[src/rtl/offset_add_pkg.sv]
// Shared types and offset derivation for the offset_add_sched block.
// The per-requester offsets all come from off_of().
package offset_add_pkg;

  localparam int NREQ = 4;

  typedef enum logic [1:0] {
    IDLE  = 2'd0,
    FULL  = 2'd1,
    STALL = 2'd2
  } state_e;

  function automatic integer off_of(input integer idx, input integer p);
    integer r;
    case (idx)
      0:       r = 42;
      1:       r = p + 42;
      2:       r = p;
      default: r = ((p + 13) - 37) ^ (p + 13);
    endcase
    return r;
  endfunction

endpackage

[src/rtl/offset_add_sched_rr_arbiter4.sv]
// Four-way round-robin arbiter, purely combinational.
// Scans req starting at ptr and grants the first valid one when en.
module rr_arbiter4
  import offset_add_pkg::*;
(
  input  logic [3:0] req,
  input  logic [1:0] ptr,
  input  logic       en,
  output logic [3:0] grant,
  output logic [1:0] gidx
);

  logic       found;
  logic [1:0] idx;

  always_comb begin
    grant = '0;
    gidx  = '0;
    found = 1'b0;
    idx   = '0;
    for (int k = 0; k < NREQ; k++) begin
      idx = ptr + 2'(k);
      if (en && !found && req[idx]) begin
        found      = 1'b1;
        grant[idx] = 1'b1;
        gidx       = idx;
      end
    end
  end

endmodule

[src/rtl/offset_add_sched.sv]
// Shared constant-offset adder for four requesters, one-entry output stage.
// Build option OFFSET_ADD_SATURATE_EN: saturating add plus sticky sat_flag.
module offset_add_sched
  import offset_add_pkg::*;
#(
  parameter int P = 23,
  parameter int W = 8
) (
  input  logic            clk,
  input  logic            rst_n,
  input  logic [3:0]      req_valid,
  input  logic [4*W-1:0]  req_data,
  output logic [3:0]      req_ready,
  output logic            res_valid,
  output logic [W-1:0]    res_data,
  output logic [1:0]      res_id,
  input  logic            res_ready,
`ifdef OFFSET_ADD_SATURATE_EN
  output logic            sat_flag,
`endif
  output logic            busy
);

  localparam logic [W-1:0] OFFS [NREQ] = '{
    W'(off_of(0, P)),
    W'(off_of(1, P)),
    W'(off_of(2, P)),
    W'(off_of(3, P))
  };

  state_e         state_q, state_d;
  logic [1:0]     rr_ptr_q, rr_ptr_d;
  logic [W-1:0]   res_data_q, res_data_d;
  logic [1:0]     res_id_q, res_id_d;

  logic           can_accept;
  logic [3:0]     grant;
  logic [1:0]     gidx;
  logic           xfer;
  logic [W-1:0]   operand;
  logic [W-1:0]   off;
  logic [W-1:0]   sum;

  assign res_valid  = (state_q != IDLE);
  assign can_accept = !res_valid || res_ready;

  rr_arbiter4 u_arb (
    .req   (req_valid),
    .ptr   (rr_ptr_q),
    .en    (can_accept),
    .grant (grant),
    .gidx  (gidx)
  );

  assign req_ready = rst_n ? grant : 4'b0000;
  assign xfer      = |grant;

  always_comb begin
    operand = '0;
    off     = '0;
    for (int i = 0; i < NREQ; i++) begin
      if (gidx == 2'(i)) begin
        operand = req_data[i*W +: W];
        off     = OFFS[i];
      end
    end
  end

`ifdef OFFSET_ADD_SATURATE_EN
  logic [W:0] sum_w;
  logic       carry;
  logic       sat_flag_q, sat_flag_d;

  assign sum_w = {1'b0, operand} + {1'b0, off};
  assign carry = sum_w[W];
  assign sum   = carry ? {W{1'b1}} : sum_w[W-1:0];

  always_comb begin
    sat_flag_d = sat_flag_q | (xfer & carry);
  end

  always_ff @(posedge clk or negedge rst_n) begin
    if (!rst_n) sat_flag_q <= 1'b0;
    else        sat_flag_q <= sat_flag_d;
  end

  assign sat_flag = sat_flag_q;
`else
  assign sum = operand + off;
`endif

  always_comb begin
    res_data_d = res_data_q;
    res_id_d   = res_id_q;
    rr_ptr_d   = rr_ptr_q;
    state_d    = IDLE;
    if (xfer) begin
      res_data_d = sum;
      res_id_d   = gidx;
      rr_ptr_d   = gidx + 2'd1;
      state_d    = FULL;
    end else if (res_valid && !res_ready) begin
      state_d = STALL;
    end
  end

  always_ff @(posedge clk or negedge rst_n) begin
    if (!rst_n) begin
      state_q    <= IDLE;
      rr_ptr_q   <= '0;
      res_data_q <= '0;
      res_id_q   <= '0;
    end else begin
      state_q    <= state_d;
      rr_ptr_q   <= rr_ptr_d;
      res_data_q <= res_data_d;
      res_id_q   <= res_id_d;
    end
  end

  assign res_data = res_data_q;
  assign res_id   = res_id_q;
  assign busy     = (state_q != IDLE);

endmodule

[config.mk]
export PLATFORM = sky130hd
export DESIGN_NAME = offset_add_sched
export DESIGN_NICKNAME = d
export VERILOG_FILES = /design/src/rtl/offset_add_pkg.sv /design/src/rtl/offset_add_sched_rr_arbiter4.sv /design/src/rtl/offset_add_sched.sv
export SDC_FILE = /design/constraint.sdc
export NUM_CORES = 1
export LEC_CHECK = 0
export ABC_AREA = 1
export BUFFER_PORTS_ARGS = -buffer_cell sky130_fd_sc_hd__buf_4
export CORE_ASPECT_RATIO = 1.1
export CORE_UTILIZATION = 55
export DETAILED_ROUTE_END_ITERATION = 16
export PLACE_DENSITY = 0.95
export SLEW_MARGIN = 20
export SYNTH_ARGS = -nofsm -noshare
export SYNTH_HDL_FRONTEND = slang
export SYNTH_SLANG_ARGS = --single-unit
[constraint.sdc]
create_clock -name clk -period 10.8 [get_ports clk]
set_clock_uncertainty 0.1 [all_clocks]
set_input_delay 1.08 -clock clk [delete_from_list [all_inputs] [get_ports clk]]
set_output_delay 1.08 -clock clk [all_outputs]
set_load 0.01 [all_outputs]
Word level (Yosys, flattened, before mapping)
Index checks and enable logic that the tools add are counted.
{"block": "totals", "reg_bits": 14, "inputBits": 39, "output_inout_bits": 16, "wordCells": 82}
{"block": "classes", "addsub": 5, "n_lt_le_gt_ge": 8, "eq_ne": 3, "mux": 38, "n_bitwise": 3, "n_reduce_logical": 21}
{"op": "$mux W8", "count": 7}
{"op": "$mux W4", "count": 5}
{"op": "$logic_and A1 B1 Y1", "count": 12}
{"op": "$lt A2 B3 Y1 const B", "count": 4}
{"op": "$mux W2", "count": 6}
{"op": "$or A4 B4 Y4", "count": 3}
{"op": "$mux W1", "count": 11}
{"op": "$add A8 B8 Y8", "count": 1}
{"op": "$bmux W1 S2", "count": 4}
{"op": "$demux W1 S2", "count": 4}
{"op": "$ge A2 B1 Y1 const B", "count": 4}
{"op": "$mux W6", "count": 1}
{"op": "$logic_not A1 Y1", "count": 5}
{"op": "$add A2 B1 Y2 const B", "count": 2}
{"op": "$add A2 B2 Y2 const B", "count": 2}
{"op": "$eq A2 B2 Y1 const B", "count": 2}
{"op": "$reduce_or A4 Y1", "count": 1}
{"op": "$eq A2 B1 Y1 const B", "count": 1}
{"op": "$logic_not A2 Y1", "count": 1}
{"op": "$reduce_bool A2 Y1", "count": 1}
{"op": "$logic_or A1 B1 Y1", "count": 1}

Logic depth before layout (Yosys ltp)
{"block": "depth", "depth_word": 23, "ltp_mapped": 30}

Cells and area by module
A second synthesis with hierarchy kept.
{"block": "unflattened", "hier_cells": 260, "area_unflattened_um2": 1747.9}
{"mod": "offset_add_sched", "instances": 1, "cells_each": 178, "area_each_um2": 1242.4, "seq_area_each_um2": 350.3}
{"mod": "rr_arbiter4", "instances": 1, "cells_each": 82, "area_each_um2": 505.5, "seq_area_each_um2": 0.0}

Worst setup path after synthesis
OpenSTA, ideal clock, no wires.
{"block": "synth_path", "path_kind": "input to register", "startpoint": "input req_valid[3]", "endpoint": "register res_data_q[5] (netlist: res_data[5])", "arrival_time_ns": 4.224, "slack_ns": 6.359, "path_stages": 26, "cell_sequence": "nand2_1 -> nand3_2 -> nand2_4 -> nand2_2 -> nor2_4 -> buf_6 -> nand2_4 -> clkinv_1 -> nor2_1 -> o21ai_1 -> ha_1 -> clkbuf_1 -> inv_1 -> nand2_1 -> inv_1 -> a221o_1 -> a22oi_1 -> inv_1 -> ha_1 -> nand3_1 -> nand2_1 -> a21oi_1 -> o21ai_0 -> xor2_1 -> nand2_1 -> nand2_1"}
{"block": "synth_between", "elab_chain_cells": 22}
{"element": "from (decl)", "line": "offset_add_sched.sv:11", "text": "input logic [3:0] req_valid,"}
{"element": "$bmux W1 S2", "line": "offset_add_sched_rr_arbiter4.sv:23", "text": "if (en && !found && req[idx]) begin"}
{"element": "$mux W1 (not written as such)", "line": "offset_add_sched_rr_arbiter4.sv:23"}
{"element": "$logic_and A1 B1 Y1", "line": "offset_add_sched_rr_arbiter4.sv:23"}
{"element": "$mux W1", "line": "offset_add_sched_rr_arbiter4.sv:23"}
{"element": "$logic_not A1 Y1", "line": "offset_add_sched_rr_arbiter4.sv:23"}
{"element": "$logic_and A1 B1 Y1 (2 in a row)", "line": "offset_add_sched_rr_arbiter4.sv:23"}
{"element": "$mux W1", "line": "offset_add_sched_rr_arbiter4.sv:23"}
{"element": "$logic_not A1 Y1", "line": "offset_add_sched_rr_arbiter4.sv:23"}
{"element": "[3 not listed]"}
{"element": "$logic_not A1 Y1", "line": "offset_add_sched_rr_arbiter4.sv:23"}
{"element": "$logic_and A1 B1 Y1 (2 in a row)", "line": "offset_add_sched_rr_arbiter4.sv:23"}
{"element": "$mux W2 *", "line": "offset_add_sched_rr_arbiter4.sv:23"}
{"element": "net gidx[0]", "line": "offset_add_sched.sv:38", "text": "logic [1:0] gidx;"}
{"element": "$logic_not A2 Y1", "line": "offset_add_sched.sv:62", "text": "if (gidx == 2'(i)) begin"}
{"element": "$mux W8 or $mux W6 (tied branches)", "line": "offset_add_sched.sv:62"}
{"element": "$mux W8 (3 in a row)", "line": "offset_add_sched.sv:62"}
{"element": "$add A8 B8 Y8 *", "line": "offset_add_sched.sv:89", "text": "assign sum = operand + off;"}
{"element": "to (signal assigned)", "line": "offset_add_sched.sv:116", "text": "res_data_q <= res_data_d;"}
{"element": "to (decl)", "line": "offset_add_sched.sv:33", "text": "logic [W-1:0] res_data_q, res_data_d;"}
Mark *: on every way through the listed nets, which the timed path passes. The rest lies on a longest branch. The select of a mux whose other input is x is not followed.
A chain may end at the register's enable or synchronous reset.

Final worst setup path
{"block": "layout_path", "startpoint": "register rr_ptr_q[1]", "endpoint": "register res_data_q[5] (netlist: res_data[5])"}
{"block": "layout_between", "elab_chain_cells": 22}
{"element": "from (decl)", "line": "offset_add_sched.sv:32", "text": "logic [1:0] rr_ptr_q, rr_ptr_d;"}
{"element": "from (signal assigned)", "line": "offset_add_sched.sv:115", "text": "rr_ptr_q <= rr_ptr_d;"}
{"element": "$bmux W1 S2", "line": "offset_add_sched_rr_arbiter4.sv:23"}
{"element": "$mux W1 (not written as such)", "line": "offset_add_sched_rr_arbiter4.sv:23"}
{"element": "$logic_and A1 B1 Y1", "line": "offset_add_sched_rr_arbiter4.sv:23"}
{"element": "$mux W1", "line": "offset_add_sched_rr_arbiter4.sv:23"}
{"element": "$logic_not A1 Y1", "line": "offset_add_sched_rr_arbiter4.sv:23"}
{"element": "$logic_and A1 B1 Y1 (2 in a row)", "line": "offset_add_sched_rr_arbiter4.sv:23"}
{"element": "$mux W1", "line": "offset_add_sched_rr_arbiter4.sv:23"}
{"element": "$logic_not A1 Y1", "line": "offset_add_sched_rr_arbiter4.sv:23"}
{"element": "[3 not listed]"}
{"element": "$logic_not A1 Y1", "line": "offset_add_sched_rr_arbiter4.sv:23"}
{"element": "$logic_and A1 B1 Y1 (2 in a row)", "line": "offset_add_sched_rr_arbiter4.sv:23"}
{"element": "$mux W2 *", "line": "offset_add_sched_rr_arbiter4.sv:23"}
{"element": "net gidx[0]", "line": "offset_add_sched.sv:38"}
{"element": "$logic_not A2 Y1", "line": "offset_add_sched.sv:62"}
{"element": "$mux W8 or $mux W6 (tied branches)", "line": "offset_add_sched.sv:62"}
{"element": "$mux W8 (3 in a row)", "line": "offset_add_sched.sv:62"}
{"element": "$add A8 B8 Y8 *", "line": "offset_add_sched.sv:89"}
Marked as above.

==> impl_metrics.tcl <==
set metrics [dict create \
    wl_met2_um 2060 \
    postRouteAntennaNets 0 \
    antenna_cells 0 \
    area_growth_pct 24.6 \
    cts_max_level 1 \
    place.gp.congestion 0.946 \
    wl_um 4160 \
    synthTopCellsByArea "dfrtp_1 21%, ha_1 15%, nand2_1 15%" \
    yosys.area.top_type "dfrtp_1" \
    place_inst 321 \
    crit_type "register to register" \
    drive_above_1_share_pct 27.4 \
    grt_first_pass_wirelength_um 7190 \
    clk_path_buf_depth 2 \
    start_util_pct 59.7 \
    hold_ws_ns 0.421 \
    drtPass1Iterations 5 \
    ctsRootBufferMaster "clkbuf_4" \
    cp_slowest_cell "dfrtp_1" \
    routed.top_layer "met4" \
    yosysWarningCount 0 \
    fmax_ghz 0.199 \
    ys_ff_latch 14 \
    hpwlAfterDp_um 3360 \
    ys_top_cells_by_count "68 x nand2_1, 32 x inv_1, 27 x nand3_1" \
    met1_length_um 1720 \
    port_buffers 54 \
    grtUsageTotal_pct 29.1 \
    min_period_over_period_pct 46.4 \
    hold_buffers 0 \
    status "complete, no violations" \
    setup_slack_ns 5.79 \
    grt_pass1_vias 1720 \
    cp.required_ns 10.92 \
    fp-row-count 20 \
    maxSlewViolCount 0 \
    place_ws_ns 5.73 \
    synth_area_mm2 0.00170 \
    finalSetupViolations 0 \
    dr_total_vias 1824 \
    wl_per_cell_um 12.8 \
    maxCapViolCount 0 \
    min_from "res_id[1]" \
    synth_edf_count 0 \
    yosysUniqueCellTypes 29 \
    final_nets 354 \
    synth-main-ff-cell "dfrtp_1" \
    finalNonFillerCells 325 \
    yosysMostFrequentCell "nand2_1" \
    io_pins 55 \
    fin_crit_ns 5.01 \
    arrival_ns 5.14 \
    relSlewSlack_pct 67.2 \
    antenna_found_initial 0 \
    yosysTopAreaCellShare_pct 20.6 \
    drtIter0Drc 86 \
    hold_violations 0 \
    fp.dieArea_mm2 0.00332 \
    crit_path_start_kind "register" \
    critical_path.max_stage_delay_ns 0.53 \
    path_max_fanout 11 \
    post_cts_resized 0 \
    vias_per_cell 5.61 \
    end_kind "register" \
    worstReg2RegStart "rr_ptr_q[1]" \
    wl_met3_um 264 \
    fin_tns_setup_ns 0 \
    clk_pin_slew_ns 0.08 \
    holdCritPathClass "register to register" \
    grt_max_degree 19 \
    synthesis.nets 302 \
    synthArstFlopShare_pct 100 \
    cts_sinks 14 \
    cts_buffers 3 \
    seq_area_frac_synth_pct 20.6 \
    clock_latency_ns 0.28 \
    avgSynthCellArea_um2 7.07 \
    rsz0062_at_grt "no" \
    route.detailed.drc 0 \
    critPathMostFrequentCell "inv_1" \
    die_x_um 55.1 \
    postCtsSetupRepairBufs 0 \
    tightest_slew_ns 0.492 \
    core_region_area_mm2 0.00285 \
    syn_inst 241 \
    crit_start "rr_ptr_q[1]" \
    cts_tree "done" \
    die_h_um 60.4 \
    overflow 0 \
    fillers 235 \
]
## final cells by class
type	count	area (um^2)	area share [%]
clock buffer	4	36.3	1.71
multi-input combinational	185	1150	54.3
timing repair buffer	54	405	19.1
inverter	35	136	6.43
sequential	14	350	16.5
tap	33	41.3	1.95
## worst paths after layout
path | to | slack (ns) | depth (start not counted)
min in group asynchronous | res_data[1] | 0.54 | 1
max | res_data[5] | 5.79 | 26
max reg2reg | res_data[5] | 5.79 | 26
min reg2reg | res_id[1] | 0.42 | 2
max in group asynchronous | rr_ptr_q[0] | 9.87 | 1
min | res_id[1] | 0.42 | 2
## cells in the final DEF (no fill, tap or decap), types with 2 or more instances in the layout
master,netlist,final
buf_4,2,54
o211ai_1,2,2
clkbuf_4,0,3
nand3_2,8,8
xnor2_1,2,2
a21oi_1,12,12
dfrtp_1,14,14
nor2_4,3,3
xor2_1,4,4
nand3_1,27,27
ha_1,21,21
nand2_1,68,68
o22ai_1,5,5
nor2_1,5,5
a31oi_1,2,2
a22oi_1,5,5
nand2_2,5,5
o21ai_0,4,4
nand2_4,3,3
nand4_1,5,5
inv_1,32,32
## stage by stage
stage	utilization (%)	instance area [um^2]
floorplan	-	1700
global placement	73.1	2090
detailed placement	73.1	2090
CTS	74.4	2120
global route	74.4	2120
finish	74.4	2120
## worst max-delay path, delay by kind of cell, from the launching register on
kind / cells / cell delay (ns)
AO/OA/AOI/OAI: 5 / 1.19
XOR/XNOR: 1 / 0.18
adder cells (fa/ha/maj): 3 / 1.13
buffers and inverters: 7 / 0.79
flip-flops: 1 / 0.53
AND/OR/NAND/NOR: 10 / 1.03
## cells by family after synthesis
group | share of synthesized area [%]
buf+inv | 11.8
xor+xnor | 3.09
simple gates | 36.7
fa+ha+maj | 16.6
flops | 20.6
compound gates | 11.2
## per-layer routing
| metal | up-vias | global-route usage, % |
|---|---|---|
| met4 | 0 | 12.1 |
| met5 | - | 0 |
| met2 | 91 | 49.1 |
| met3 | 14 | 3.51 |
| li1 | 893 | - |
| met1 | 826 | 37.1 |
## state kept, by name, indices dropped and copies added (netlist names)
name	cells
rr_ptr_q	2
res_data	8
state_q	2
res_id	2
Power is left out: the tool's default activity adds up to more than one toggle a clock period on the data nets, which glitch-free logic cannot reach.
